## src/rtl/strip_occupancy_tracker_pkg.sv

```systemverilog
// Shared constants and FSM encoding for the strip occupancy tracker.
// Pure declarations: no latency, no handshake.
// Backpressure: n/a.
package strip_occupancy_tracker_pkg;

    localparam int STRIP_WIDTH = 128;
    localparam int OCC_W       = 8;
    localparam int PROG_W      = 5;

    typedef enum logic [1:0] {
        IDLE  = 2'd0,
        SCAN  = 2'd1,
        CHECK = 2'd2,
        RESP  = 2'd3
    } state_t;

endpackage

```

## src/rtl/strip_occupancy_tracker_if.sv

```systemverilog
// Request, strike-detector and response signals of the strip occupancy tracker.
// Wires only: no latency.
// Backpressure: req_valid/req_ready, the source holds the request until req_ready.
interface strip_occupancy_tracker_if #(
    parameter int IDX_W = 4
);
    import strip_occupancy_tracker_pkg::*;

    logic              clear;
    logic              req_valid;
    logic              req_ready;
    logic [PROG_W-1:0] width_in;
    logic [OCC_W-1:0]  min_occupied_strip_width;
    logic [PROG_W-1:0] det_width;
    logic              strike_flag;
    logic [OCC_W-1:0]  new_occupied_strip_width;
    logic              resp_valid;
    logic [IDX_W-1:0]  resp_strip_idx;
    logic [OCC_W-1:0]  resp_x;
    logic              resp_strike;

    modport slave (
        input  clear, req_valid, width_in, strike_flag, new_occupied_strip_width,
        output req_ready, min_occupied_strip_width, det_width,
               resp_valid, resp_strip_idx, resp_x, resp_strike
    );

    modport master (
        output clear, req_valid, width_in, strike_flag, new_occupied_strip_width,
        input  req_ready, min_occupied_strip_width, det_width,
               resp_valid, resp_strip_idx, resp_x, resp_strike
    );

endinterface

```

## src/rtl/strip_occupancy_tracker_strip_min_scanner.sv

```systemverilog
// Sequential search for the least-occupied strip, lowest index wins ties.
// Latency: NUM_STRIPS-1 cycles after start, done high in the last compare cycle.
// Backpressure: none; start is only issued while idle.
module strip_min_scanner #(
    parameter int NUM_STRIPS = 16,
    parameter int IDX_W      = 4
) (
    input  logic                                           clk,
    input  logic                                           rst_n,
    input  logic                                           start,
    output logic                                           done,
    output logic [IDX_W-1:0]                               rd_idx,
    input  logic [strip_occupancy_tracker_pkg::OCC_W-1:0]  rd_dat,
    output logic [IDX_W-1:0]                               best_idx,
    output logic [strip_occupancy_tracker_pkg::OCC_W-1:0]  best_w
);
    import strip_occupancy_tracker_pkg::*;

    localparam logic [IDX_W-1:0] LAST_IDX = IDX_W'(NUM_STRIPS - 1);

    logic             busy;
    logic [IDX_W-1:0] scan_idx;

    // While idle the read port points at strip 0 so start can seed best_w.
    assign rd_idx = busy ? scan_idx : '0;
    assign done   = busy && (scan_idx == LAST_IDX);

    always_ff @(posedge clk or negedge rst_n) begin
        if (!rst_n) begin
            busy     <= 1'b0;
            scan_idx <= '0;
            best_idx <= '0;
            best_w   <= '0;
        end else if (start) begin
            busy     <= 1'b1;
            scan_idx <= IDX_W'(1);
            best_idx <= '0;
            best_w   <= rd_dat;
        end else if (busy) begin
            if (rd_dat < best_w) begin
                best_idx <= scan_idx;
                best_w   <= rd_dat;
            end
            if (done) begin
                busy <= 1'b0;
            end else begin
                scan_idx <= scan_idx + IDX_W'(1);
            end
        end
    end

endmodule

```

## src/rtl/strip_occupancy_tracker.sv

```systemverilog
// Tracks per-strip occupancy and places one request at a time on the least-occupied strip.
// Latency: NUM_STRIPS+1 cycles from accept to resp_valid; one request per NUM_STRIPS+2 cycles.
// Backpressure: req_ready only in IDLE. Optional STRIKE_COUNT_EN adds strike_count/strike_any.
module strip_occupancy_tracker #(
    parameter int NUM_STRIPS  = 16,
    parameter int IDX_W       = 4,
    parameter int STRIP_WIDTH = strip_occupancy_tracker_pkg::STRIP_WIDTH
) (
    input  logic                     clk,
    input  logic                     rst_n,
    strip_occupancy_tracker_if.slave bus
`ifdef STRIKE_COUNT_EN
    ,
    output logic [7:0]               strike_count,
    output logic                     strike_any
`endif
);
    import strip_occupancy_tracker_pkg::*;

    localparam logic [OCC_W:0] STRIP_LIMIT = (OCC_W + 1)'(STRIP_WIDTH);

    state_t            state;
    state_t            state_nxt;
    logic              scan_start;
    logic              scan_done;
    logic              accept_clear;
    logic              commit;
    logic [IDX_W-1:0]  rd_idx;
    logic [IDX_W-1:0]  best_idx;
    logic [OCC_W-1:0]  best_w;
    logic [OCC_W-1:0]  occ [NUM_STRIPS];
    logic [PROG_W-1:0] det_width_q;
    logic              resp_valid_q;
    logic [IDX_W-1:0]  resp_idx_q;
    logic [OCC_W-1:0]  resp_x_q;
    logic              resp_strike_q;

    strip_min_scanner #(
        .NUM_STRIPS (NUM_STRIPS),
        .IDX_W      (IDX_W)
    ) u_scanner (
        .clk      (clk),
        .rst_n    (rst_n),
        .start    (scan_start),
        .done     (scan_done),
        .rd_idx   (rd_idx),
        .rd_dat   (occ[rd_idx]),
        .best_idx (best_idx),
        .best_w   (best_w)
    );

    always_ff @(posedge clk or negedge rst_n) begin
        if (!rst_n) begin
            state <= IDLE;
        end else begin
            state <= state_nxt;
        end
    end

    // clear wins over a simultaneous request; the request stays pending at the source.
    always_comb begin
        state_nxt  = state;
        scan_start = 1'b0;
        case (state)
            IDLE: begin
                if (bus.req_valid && !bus.clear) begin
                    scan_start = 1'b1;
                    state_nxt  = SCAN;
                end
            end
            SCAN: begin
                if (scan_done) begin
                    state_nxt = CHECK;
                end
            end
            CHECK:   state_nxt = RESP;
            RESP:    state_nxt = IDLE;
            default: state_nxt = IDLE;
        endcase
    end

    assign accept_clear = (state == IDLE) && bus.clear;
    assign commit       = (state == CHECK) && !bus.strike_flag;

    always_ff @(posedge clk or negedge rst_n) begin
        if (!rst_n) begin
            for (int i = 0; i < NUM_STRIPS; i++) begin
                occ[i] <= '0;
            end
        end else if (accept_clear) begin
            for (int i = 0; i < NUM_STRIPS; i++) begin
                occ[i] <= '0;
            end
        end else if (commit) begin
            occ[best_idx] <= bus.new_occupied_strip_width;
        end
    end

    always_ff @(posedge clk or negedge rst_n) begin
        if (!rst_n) begin
            det_width_q   <= '0;
            resp_valid_q  <= 1'b0;
            resp_idx_q    <= '0;
            resp_x_q      <= '0;
            resp_strike_q <= 1'b0;
        end else begin
            resp_valid_q <= (state == CHECK);
            if (scan_start) begin
                det_width_q <= bus.width_in;
            end
            if (state == CHECK) begin
                resp_idx_q    <= best_idx;
                resp_x_q      <= best_w;
                resp_strike_q <= bus.strike_flag;
            end
        end
    end

    // Gating with rst_n keeps req_ready low while reset is held even though state reads IDLE.
    assign bus.req_ready                = rst_n && (state == IDLE);
    assign bus.min_occupied_strip_width = best_w;
    assign bus.det_width                = det_width_q;
    assign bus.resp_valid               = resp_valid_q;
    assign bus.resp_strip_idx           = resp_idx_q;
    assign bus.resp_x                   = resp_x_q;
    assign bus.resp_strike              = resp_strike_q;

`ifdef STRIKE_COUNT_EN
    always_ff @(posedge clk or negedge rst_n) begin
        if (!rst_n) begin
            strike_count <= '0;
        end else if (accept_clear) begin
            strike_count <= '0;
        end else if ((state == CHECK) && bus.strike_flag && (strike_count != 8'hFF)) begin
            strike_count <= strike_count + 8'd1;
        end
    end

    assign strike_any = (strike_count != 8'd0);
`endif

    commit_within_strip: assert property (@(posedge clk) disable iff (!rst_n)
        commit |-> ({1'b0, bus.new_occupied_strip_width} <= STRIP_LIMIT));

endmodule

```

## src/flat_wrapper.sv

```systemverilog
// flat-port wrapper written by rule: the top's interface ports become plain ports
module strip_occupancy_tracker_flat import strip_occupancy_tracker_pkg::*;
#(
    parameter int NUM_STRIPS  = 16,
    parameter int IDX_W       = 4,
    parameter int STRIP_WIDTH = strip_occupancy_tracker_pkg::STRIP_WIDTH
)
  (clk, rst_n, bus_clear, bus_req_valid, bus_width_in, bus_strike_flag, bus_new_occupied_strip_width, bus_req_ready, bus_min_occupied_strip_width, bus_det_width, bus_resp_valid, bus_resp_strip_idx, bus_resp_x, bus_resp_strike);
  strip_occupancy_tracker_if #(.IDX_W(IDX_W)) bus_i ();
  input  logic clk;
  input  logic rst_n;
  input wire logic [$bits(bus_i.clear)-1:0] bus_clear;
  input wire logic [$bits(bus_i.req_valid)-1:0] bus_req_valid;
  input wire logic [$bits(bus_i.width_in)-1:0] bus_width_in;
  input wire logic [$bits(bus_i.strike_flag)-1:0] bus_strike_flag;
  input wire logic [$bits(bus_i.new_occupied_strip_width)-1:0] bus_new_occupied_strip_width;
  output wire logic [$bits(bus_i.req_ready)-1:0] bus_req_ready;
  output wire logic [$bits(bus_i.min_occupied_strip_width)-1:0] bus_min_occupied_strip_width;
  output wire logic [$bits(bus_i.det_width)-1:0] bus_det_width;
  output wire logic [$bits(bus_i.resp_valid)-1:0] bus_resp_valid;
  output wire logic [$bits(bus_i.resp_strip_idx)-1:0] bus_resp_strip_idx;
  output wire logic [$bits(bus_i.resp_x)-1:0] bus_resp_x;
  output wire logic [$bits(bus_i.resp_strike)-1:0] bus_resp_strike;
  assign bus_i.clear = bus_clear;
  assign bus_i.req_valid = bus_req_valid;
  assign bus_i.width_in = bus_width_in;
  assign bus_i.strike_flag = bus_strike_flag;
  assign bus_i.new_occupied_strip_width = bus_new_occupied_strip_width;
  assign bus_req_ready = bus_i.req_ready;
  assign bus_min_occupied_strip_width = bus_i.min_occupied_strip_width;
  assign bus_det_width = bus_i.det_width;
  assign bus_resp_valid = bus_i.resp_valid;
  assign bus_resp_strip_idx = bus_i.resp_strip_idx;
  assign bus_resp_x = bus_i.resp_x;
  assign bus_resp_strike = bus_i.resp_strike;
  strip_occupancy_tracker #(.NUM_STRIPS(NUM_STRIPS), .IDX_W(IDX_W), .STRIP_WIDTH(STRIP_WIDTH)) u_core (.clk(clk), .rst_n(rst_n), .bus(bus_i));
endmodule
```

## config.mk

```make
export PLATFORM = sky130hd
export DESIGN_NAME = strip_occupancy_tracker_flat
export DESIGN_NICKNAME = d
export VERILOG_FILES = /design/src/rtl/strip_occupancy_tracker_pkg.sv /design/src/rtl/strip_occupancy_tracker_if.sv /design/src/rtl/strip_occupancy_tracker_strip_min_scanner.sv /design/src/rtl/strip_occupancy_tracker.sv /design/src/flat_wrapper.sv
export SDC_FILE = /design/constraint.sdc
export NUM_CORES = 1
export LEC_CHECK = 0
export CORE_ASPECT_RATIO = 1.5
export CORE_MARGIN = 2
export CORE_UTILIZATION = 58
export CTS_BUF_LIST = sky130_fd_sc_hd__clkbuf_8
export CTS_CLUSTER_SIZE = 10
export DETAILED_ROUTE_END_ITERATION = 10
export PLACE_DENSITY = 0.8
export SLEW_MARGIN = 0
export SYNTH_ARGS = -nofsm -noshare
export SYNTH_HDL_FRONTEND = slang
export SYNTH_SLANG_ARGS = --single-unit
```

## constraint.sdc

```tcl
create_clock -name clk -period 4.6 [get_ports clk]
set_clock_uncertainty 0.1 [all_clocks]
set_input_delay 0.92 -clock clk [delete_from_list [all_inputs] [get_ports clk]]
set_output_delay 0.92 -clock clk [all_outputs]
set_load 0.02 [all_outputs]
```

======== Word level (Yosys, flattened, before mapping) ========
Index checks and enable logic that the tools add are counted.
operators by class
  $add $sub $neg .......................... 1
  bitwise gates (word level) .............. 2
  $lt $le $gt $ge ......................... 4
  multiplexer cells ....................... 26
  reductions and logical operators ........ 15
  eq/ne operators ......................... 7
operators by type and width
  cell                   number
  $mux W128              2
  $bwmux W128            1
  $mux W8                6
  $bmux W8 S4            1
  $demux W8 S4           1
  $mux W4                7
  $ge A5 B5 Y1 const B   2
  $not A4 Y5             2
  $lt A8 B8 Y1           1
  $pmux W2 S4            1
  $logic_and A1 B1 Y1    6
  $ne A2 B1 Y1 const B   3
  $reduce_and A2 Y1      3
  $reduce_bool A2 Y1     3
  $lt A5 B1 Y1 const B   1
  $mux W1                5
  $add A4 B1 Y4 const B  1
  $eq A2 B2 Y1 const B   2
  $eq A4 B4 Y1 const B   1
  $mux W2                2
  $eq A2 B1 Y1 const B   1
  $logic_not A1 Y1       2
  $logic_not A2 Y1       1
storage, ports and cells
  register bits ........................... 166
  output and inout bits ................... 28
  bits of input ports ..................... 18
  word-level logic and storage cells ...... 81

======== Longest topological paths before layout ========
Gate-level depths: netlist (run 1).
  depth after elaboration ................. 9
  gate-level depth with buffers ........... 15
  depth with buffers taken out ............ 12

======== Modules after synthesis ========
Synthesis (run 1) repeated with hierarchy kept, for this count alone.
second synthesis, totals
  cells, all modules ...................... 821
  area total of the unflattened synthesis .. 8564.5 um2
modules (own cells, without submodules)
  module                   sequential area each (um2)  times used  cells an instance  area each (um2)
  strip_occupancy_tracker  3728.6                      1           737                7547.2
  strip_min_scanner        425.4                       1           84                 1017.2

======== Worst setup path before layout (run 1) ========
OpenSTA, ideal clock, no wires.
  kind .................................... register to register
  start point ............................. register u_core.u_scanner.scan_idx[0]
  end point ............................... register u_core.u_scanner.best_w[1] in the netlist's numbering
  arrival time ............................ 3380 ps
  data required time ...................... 4375 ps
  slack ................................... 995 ps
  clock period less this slack ............ 3605 ps
  library setup time ...................... 125 ps
  path buffers ............................ 2
  cell stages (with the launch flop) ...... 15
  cells stage by stage .................... dfrtp_1 buf_4 nand2_1 buf_1 mux2i_1 a21oi_1 a221oi_1 a21oi_1 ha_1 a211o_1 o221ai_1 o21ai_0 nor3_1 nor3_4 mux2_2
between the ends
  cells in the longest elaborated chain, start to end .. 8
  elaborated cells on any way between the ends .. 11
  those cells by class .................... order compare: 1; mux: 7; bitwise: 1; reduce/logical: 2
ends and longest elaborated chain
  what                                        line                                             source
  start: declaration                          strip_occupancy_tracker_strip_min_scanner.sv:22  logic [IDX_W-1:0] scan_idx;
  start signal: assignment                    strip_occupancy_tracker_strip_min_scanner.sv:47  scan_idx <= scan_idx + IDX_W'(1);
  $mux W4                                     strip_occupancy_tracker_strip_min_scanner.sv:25  assign rd_idx = busy ? scan_idx : '0;
  $not A4 Y5 (not written as such)            strip_occupancy_tracker.sv:47                    .rd_dat (occ[rd_idx]),
  $bmux W8 S4                                 strip_occupancy_tracker.sv:47
  $mux W8 (not written as such) (2 in a row)  strip_occupancy_tracker.sv:47
  via u_core.u_scanner.rd_dat (one bit)       strip_occupancy_tracker_strip_min_scanner.sv:13  input logic [strip_occupancy_tracker_pkg::OCC_W-1:0] rd_dat,
  $lt A8 B8 Y1                                strip_occupancy_tracker_strip_min_scanner.sv:40  if (rd_dat < best_w) begin
  $reduce_bool A2 Y1 (no source line)         -
  $reduce_and A2 Y1 (no source line)          -
  end signal: assignment                      strip_occupancy_tracker_strip_min_scanner.sv:38  best_w <= rd_dat;
  end signal: assignment                      strip_occupancy_tracker_strip_min_scanner.sv:42  best_w <= rd_dat;
  end: declaration                            strip_occupancy_tracker_strip_min_scanner.sv:15  output logic [strip_occupancy_tracker_pkg::OCC_W-1:0] best_w
The timed path passes the listed nets, and every way through them passes these cells. The select of a mux whose other input is x is not followed.
A chain may end at the register's enable or synchronous reset.

======== Worst setup path after layout (run 1) ========
  start point ............................. register u_core.u_scanner.scan_idx[1]
  end point ............................... register u_core.u_scanner.best_w[3] in the netlist's numbering
between the ends
  cells in the longest elaborated chain, start to end .. 8
  elaborated cells on any way between the ends .. 11
  those cells by class .................... order compare: 1; mux: 7; bitwise: 1; reduce/logical: 2
ends and longest elaborated chain
  what                                                            line
  $mux W4 (*)                                                     strip_occupancy_tracker_strip_min_scanner.sv:25
  $not A4 Y5 (not written as such) (*)                            strip_occupancy_tracker.sv:47
  $bmux W8 S4 (*)                                                 strip_occupancy_tracker.sv:47
  $mux W8 (not written as such) (*) (2 in a row)                  strip_occupancy_tracker.sv:47
  via u_core.u_scanner.rd_dat (one bit)                           strip_occupancy_tracker_strip_min_scanner.sv:13
  $lt A8 B8 Y1 or $mux W8 (tied branches)                         strip_occupancy_tracker_strip_min_scanner.sv:40
  $reduce_bool A2 Y1 (no source line) or $mux W8 (tied branches)  -
  $reduce_and A2 Y1 (no source line) or $mux W8 (tied branches)   -
The timed path passes the listed nets; every way through them passes the cells marked *. The select of a mux whose other input is x is not followed.

==> out/qor.yml, run 1 <==
outcome:
  status: "complete, no violations"
synthesis:
  synth_flop_cell: "dfrtp_1"
  synth.area.top_cells: "dfrtp_1, mux2i_1, a21oi_1"
  synth_edf_count: 0
  synth.most_common_cell: "dfrtp_1"
  syn_area_um2: 8290
  synth_cell_types: 46
  syn_inst: 844
  ys_ff_latch: 166
  synth_top_area_cell: "dfrtp_1"
  synthTopCellsByCount: "dfrtp_1, mux2i_1, nand2_1, nor2_1, a21oi_1"
  yosys.area.top_type_share_pct: 50.11
  synth_warnings: 0
  ys_seq_area_share_pct: 50.11
  synth_nets: 874
  syn_area_per_cell_um2: 9.823
  async_flop_share_pct: 100.0
clock_network:
  cts-root-buf: "clkbuf_8"
  ctsResizeCount: 0
  holdBufCountCts: 0
  post-cts-setup-buffer-count: 0
  cts_sinks: 166
  clkLatencyLatePin_ns: 0.45
  cts_buffers: 17
  clk_pin_slew_worst_paths_ns: 0.09
  cts_htree_levels: 4
  cts_buffer_depth: 2
  cts_tree: "built"
global_route:
  use_met2_pct: 48.39
  busiest_layer: "met2"
  grt_pass1_vias: 6502
  overflow: 0
  antenna_found_initial: 0
  gr-usage-met1_pct: 37.08
  met3_usage_pct: 5.432
  groute.usage.overall_pct: 29.46
  grt_max_degree: 81
  grt_pass1_wl_um: 34580
drt:
  avgViaCountPerCell: 6.184
  dr.pass1.iters: 5
  drt-initial-drc-count: 546
  ant_nets: 0
  num_vias: 6549
  drt-wirelength-per-cell_um: 20.33
  drc: 0
  wirelength_um: 21530
timing:
  max_freq_mhz: 246.0
  fin_crit_ns: 4.066
  setup_viol: 0
  rsz0062_at_grt: "no"
  max_slew_margin_pct: 31.68
  drv_slew: 0
  hold_violations: 0
  period_share_pct: 88.38
  worstMarginPinSlew_ns: 1.023
  tns_ns: 0
floorplan:
  start_util_pct: 59.25
  die-area_um2: 15290
  die_width_um: 101.6
  rows: 53
  ios: 46
  core_area_um2: 13990
  die_h_um: 150.4
setup_path:
  crit_family: "compound AO/OA/AOI/OAI gates"
  worstSetupEndpointType: "flop"
  cp.arrival_ns: 4.29
  path_max_fanout: 12
  path_buf_inv: 1
  startpoint_type: "flop"
  slowest_stage: "dfrtp_1"
  cp_slowest_stage_delay_ns: 0.55
  critPathKind: "flop to flop"
  crit_chain: "buf_4 -> nand2b_1 -> o221ai_1 -> o21ai_0 -> a221oi_1 -> a21oi_1 -> ha_1 -> a211o_1 -> o221ai_1 -> o21ai_0 -> nor3_1 -> nor3_4 -> mux2_2"
  critPathRequiredTime_ns: 4.82
placement:
  place_congestion: 0.9517
  port_buffers: 45
  placedInstanceArea_um2: 8848
  dp_hpwl_um: 14350
cells_and_area:
  nets: 885
  n_antenna_cell: 0
  syn_to_final_growth_pct: 11.32
  drive_above_1_share_pct: 9.227
  postLayoutCellArea_um2: 9229
min_path:
  holdCritPathClass: "primary input to async pin"
power_and_ir_drop:
  power_density_nw_per_um2: 619.3
  peakVddDrop_uv: 356.7
  p_leak_uw: 0.004213
flow_run:
  cap_violations: 0
## through the flow
| stage | hold WS [ns] | util, % | setup slack, ns | std cells | power (uW) |
|---|---|---|---|---|---|
| floorplan | 0.3781 | - | 0.9954 | 844 | 3815 |
| global placement | 0.3572 | 63.24 | 0.7403 | 1028 | 4587 |
| detailed placement | 0.3660 | 63.24 | 0.6376 | 1028 | 4669 |
| CTS | 0.2578 | 65.96 | 0.5862 | 1059 | 5701 |
| global route | 0.2632 | 65.96 | 0.2759 | 1059 | 6058 |
| finish | 0.2559 | 65.96 | 0.5344 | 1059 | 5716 |
## routing by layer
layer	share of wire (%)	up-vias
met2	51	301
met4	4.6	0
li1	-	2977
met1	39	3203
met5	0	-
met3	5.9	68
## state kept, by name (all words and copies together) (netlist names), 2 cells and up
signal and flops:
u_core.bus.det_width 5, u_core.state 2, u_core.bus.resp_x 8, u_core.u_scanner.best_w 8, u_core.u_scanner.scan_idx 4, u_core.u_scanner.best_idx 4, u_core.occ 128, u_core.bus.resp_strip_idx 4
## cell families (layout without fill, tap and decap cells)
| group | after synthesis | after routing | share of synthesized area [%] |
|---|---|---|---|
| and+or+nand+nor | 289 | 289 | 15.80 |
| xor gates and xnor gates | 1 | 1 | 0.1057 |
| AOI/OAI and AO/OA | 165 | 165 | 12.59 |
| DFF | 166 | 166 | 50.11 |
| adders and majority gates | 12 | 12 | 1.811 |
| buffers and inverters | 86 | 109 | 4.165 |
| muxes | 125 | 125 | 15.42 |
## power breakdown
part / switching [uW] / internal (uW) / total, uW
Clock: 537 / 490 / 1030
Combinational: 1590 / 1080 / 2670
Sequential: 267 / 1750 / 2020
Total: 2390 / 3320 / 5720
## worst register-to-register path, stage by stage (launching register included)
cell	delay, ns
dfrtp_1	0.55
buf_4	0.26
nand2b_1	0.28
o221ai_1	0.21
o21ai_0	0.13
a221oi_1	0.36
a21oi_1	0.11
ha_1	0.31
a211o_1	0.32
o221ai_1	0.17
o21ai_0	0.13
nor3_1	0.51
nor3_4	0.18
mux2_2	0.31
## path summary, 6_finish.rpt
path / startpoint / end / slack [ns] / cells past startpoint
max: u_core.u_scanner.scan_idx[1] / u_core.u_scanner.best_w[3] / 0.53 / 13
min: rst_n / u_core.occ[52] / 0.26 / 1
max reg2reg: u_core.u_scanner.scan_idx[1] / u_core.u_scanner.best_w[3] / 0.53 / 13
min reg2reg: u_core.bus.det_width[0] / u_core.bus.det_width[0] / 0.38 / 2
max in group asynchronous: rst_n / u_core.bus.resp_x[7] / 2.83 / 2
min in group clk: u_core.bus.det_width[0] / u_core.bus.det_width[0] / 0.38 / 2
## cell type report
class | instances | area, um2
well taps | 192 | 240.2
flip-flops and latches | 166 | 4155
repair buffers | 64 | 606.8
fillers | 1077 | 4763
multi-input cells | 592 | 3794
inverters | 14 | 52.55
clock buffers | 18 | 247.7
clock inverters | 13 | 132.6
## cell usage in the layout (no fill, tap or decap), types with 14 or more instances in the layout
master and count:
a211oi_1 16, a21boi_0 14, a21oi_1 71, buf_4 18, clkbuf_8 18, clkdlybuf4s50_1 44, dfrtp_1 165, inv_1 16
mux2_2 22, mux2i_1 103, nand2_1 91, nand3_1 63, nor2_1 88, nor2b_1 23, o21ai_0 24
No activity file was read; power rests on OpenSTA's default activity.
==> run 2, diff against run 1 <==
==> constraint.sdc (replaced) <==
create_clock -name clk -period 3.8 [get_ports clk]
set_clock_uncertainty 0.1 [all_clocks]
set_input_delay 0.76 -clock clk [delete_from_list [all_inputs] [get_ports clk]]
set_output_delay 0.76 -clock clk [all_outputs]
set_load 0.02 [all_outputs]
==> run 2 against run 1 <==
  * Via count rose by 1.4%
  * Critical path type unchanged
  * Routed wire length rose by 0.70%
  * Sequential power rose by 20%
  * Largest power group unchanged
  * Design area rose by 1.9%
  * Fmax rose by 11%
  * Largest cell class unchanged
==> out/qor.yml, run 2 (synthesized netlist as in run 1, its figures left out) <==
timing:
  setup_viol: 0
  period_share_pct: 96.44
  drv_slew: 0
  worst_slack_ns: 0.1352
  hold_violations: 0
  tns_ns: 0
  worstMarginPinSlew_ns: 1.002
  max_freq_mhz: 272.9
  fin_crit_ns: 3.665
  max_slew_margin_pct: 32.96
  holdWs_ns: 0.08249
placement:
  port_buffers: 45
  dp_slack_ns: 0.1884
  place_congestion: 0.9186
  dp_hpwl_um: 15060
cells_and_area:
  final_cell_mix: "dfrtp_1, mux2i_1, nand2_1"
  n_antenna_cell: 0
  largest_reg_flops: 128
  final_common_cell: "dfrtp_1"
  drive_above_1_share_pct: 11.19
  fin_util_pct: 67.24
  nets: 902
  top_register: "u_core.occ"
  syn_to_final_growth_pct: 13.48
drt:
  num_vias: 6641
  drc: 0
  drt-initial-drc-count: 671
  drt-wirelength-per-cell_um: 20.13
  wirelength_um: 21680
  dr.pass1.iters: 5
  ant_nets: 0
  avgViaCountPerCell: 6.166
outcome:
  status: "complete, no violations"
power_and_ir_drop:
  p_leak_uw: 0.004319
  power_frac_seq_pct: 34.2
  power.share.switching_pct: 41.40
  clockPowerShare_pct: 16.9
  intPower_uw: 4165
  power_frac_comb_pct: 48.9
  power_density_nw_per_um2: 755.4
  peakVddDrop_uv: 408.7
  p_sw_uw: 2942
  fin_total_pwr_uw: 7107
setup_path:
  path_max_fanout: 9
  startpoint_type: "flop"
  cp_slowest_stage_delay_ns: 0.49
  cp.arrival_ns: 3.90
  path_buf_inv: 2
  crit_family: "compound AO/OA/AOI/OAI gates"
  crit_chain: "buf_4 -> mux2i_1 -> a21boi_0 -> a21boi_0 -> o21ai_0 -> a21oi_1 -> ha_1 -> a21o_1 -> a21oi_1 -> o211ai_1 -> nor3_4 -> nor3_4 -> buf_12 -> mux2_2"
  critPathRequiredTime_ns: 4.04
  worstSetupEndpointType: "flop"
  slowest_stage: "dfrtp_2"
  r2r_cells: 14
  cp_num_cells: 14
  critPathKind: "flop to flop"
floorplan:
  core_area_um2: 13990
  die-area_um2: 15290
  die_width_um: 101.6
  die_h_um: 150.4
  ios: 46
  start_util_pct: 59.25
  rows: 53
clock_network:
  cts-root-buf: "clkbuf_8"
  cts_htree_levels: 4
  holdBufCountCts: 0
  cts_buffer_depth: 2
  cts_buffers: 17
  clkLatencyLatePin_ns: 0.45
  cts_sinks: 166
  cts_tree: "built"
  clk_pin_slew_worst_paths_ns: 0.09
global_route:
  grt_pass1_wl_um: 35280
  antenna_found_initial: 0
  groute.usage.overall_pct: 30.13
  grt_max_degree: 64
  grt_pass1_vias: 6661
  overflow: 0
min_path:
  holdCritPathClass: "primary input to async pin"
flow_run:
  cap_violations: 0
==> run 2: cell types whose count changed in the layout (fill, tap and decap cells not counted), sizes merged <==
cell / before / now
clkinvlp: 5 / 4
clkbuf: 18 / 19
clkinv: 2 / 5
bufinv: 2 / 1
inv: 18 / 17
buf: 20 / 37
==> run 2: metal layers <==
layer	vias to the layer above	part of all wire [%]	global-route usage, %
li1	3008	-	-
met1	3243	39	38.62
met2	330	51	50.13
met3	60	6.1	4.318
met4	0	4.2	13.92
met5	-	0	0
==> run 2: worst reg2reg max path, stage by stage, from the launching register on <==
cell,delay [ns]
dfrtp_2,0.49
buf_4,0.20
mux2i_1,0.12
a21boi_0,0.16
a21boi_0,0.40
o21ai_0,0.19
a21oi_1,0.30
ha_1,0.30
a21o_1,0.18
a21oi_1,0.21
o211ai_1,0.17
nor3_4,0.25
nor3_4,0.07
buf_12,0.14
mux2_2,0.27
==> run 2: area by class of cell <==
| type | instances | area, um2 |
|---|---|---|
| Sequential cell | 166 | 4155 |
| Inverter | 14 | 52.55 |
| Fill cell | 1092 | 4584 |
| Multi-Input combinational cell | 592 | 3805 |
| Clock buffer | 19 | 261.5 |
| Clock inverter | 13 | 108.9 |
| Tap cell | 192 | 240.2 |
| Timing Repair Buffer | 81 | 784.5 |
==> run 2: timing repair <==
action	4_1_cts	5_1_grt
gates resized for setup	0	2
buffers inserted	0	1
setup endpoints to repair	0	10
==> run 2: path summary, 6_finish.rpt <==
check,start,endpoint,slack [ns]
worst max-delay path,u_core.u_scanner.scan_idx[0],u_core.u_scanner.best_w[5],0.14
worst min-delay path,rst_n,u_core.occ[58],0.08
worst max register to register,u_core.u_scanner.scan_idx[0],u_core.u_scanner.best_w[5],0.14
worst min register to register,u_core.bus.det_width[1],u_core.bus.det_width[1],0.38
max in group asynchronous,rst_n,u_core.occ[66],1.99
min in group clk,u_core.bus.det_width[1],u_core.bus.det_width[1],0.38
==> run 2: power groups by stage <==
stage | logic (uW) | registers, uW | clock network, uW
4_1_cts | 3340 | 2420 | 1210
6_report | 3480 | 2430 | 1200
3_5_place_dp | 3320 | 2460 | 0
3_3_place_gp | 3240 | 2430 | 0
2_1_floorplan | 2120 | 2490 | 0
5_1_grt | 3780 | 2480 | 1290
==> run 2: stage by stage <==
stage,instance area [um2],instances
floorplan,8290,844
global placement,9006,1044
detailed placement,9006,1044
CTS,9376,1076
global route,9408,1077
finish,9408,1077
==> run 3, diff against run 2 <==
--- a/config.mk
+++ b/config.mk
@@ -9,7 +9,6 @@
 export CORE_MARGIN = 2
 export CORE_UTILIZATION = 58
 export CTS_BUF_LIST = sky130_fd_sc_hd__clkbuf_8
-export CTS_CLUSTER_SIZE = 10
 export DETAILED_ROUTE_END_ITERATION = 10
 export PLACE_DENSITY = 0.8
 export SLEW_MARGIN = 0
==> results of run 3 <==
Final layout, timing and power as in run 2 (identical DEF).
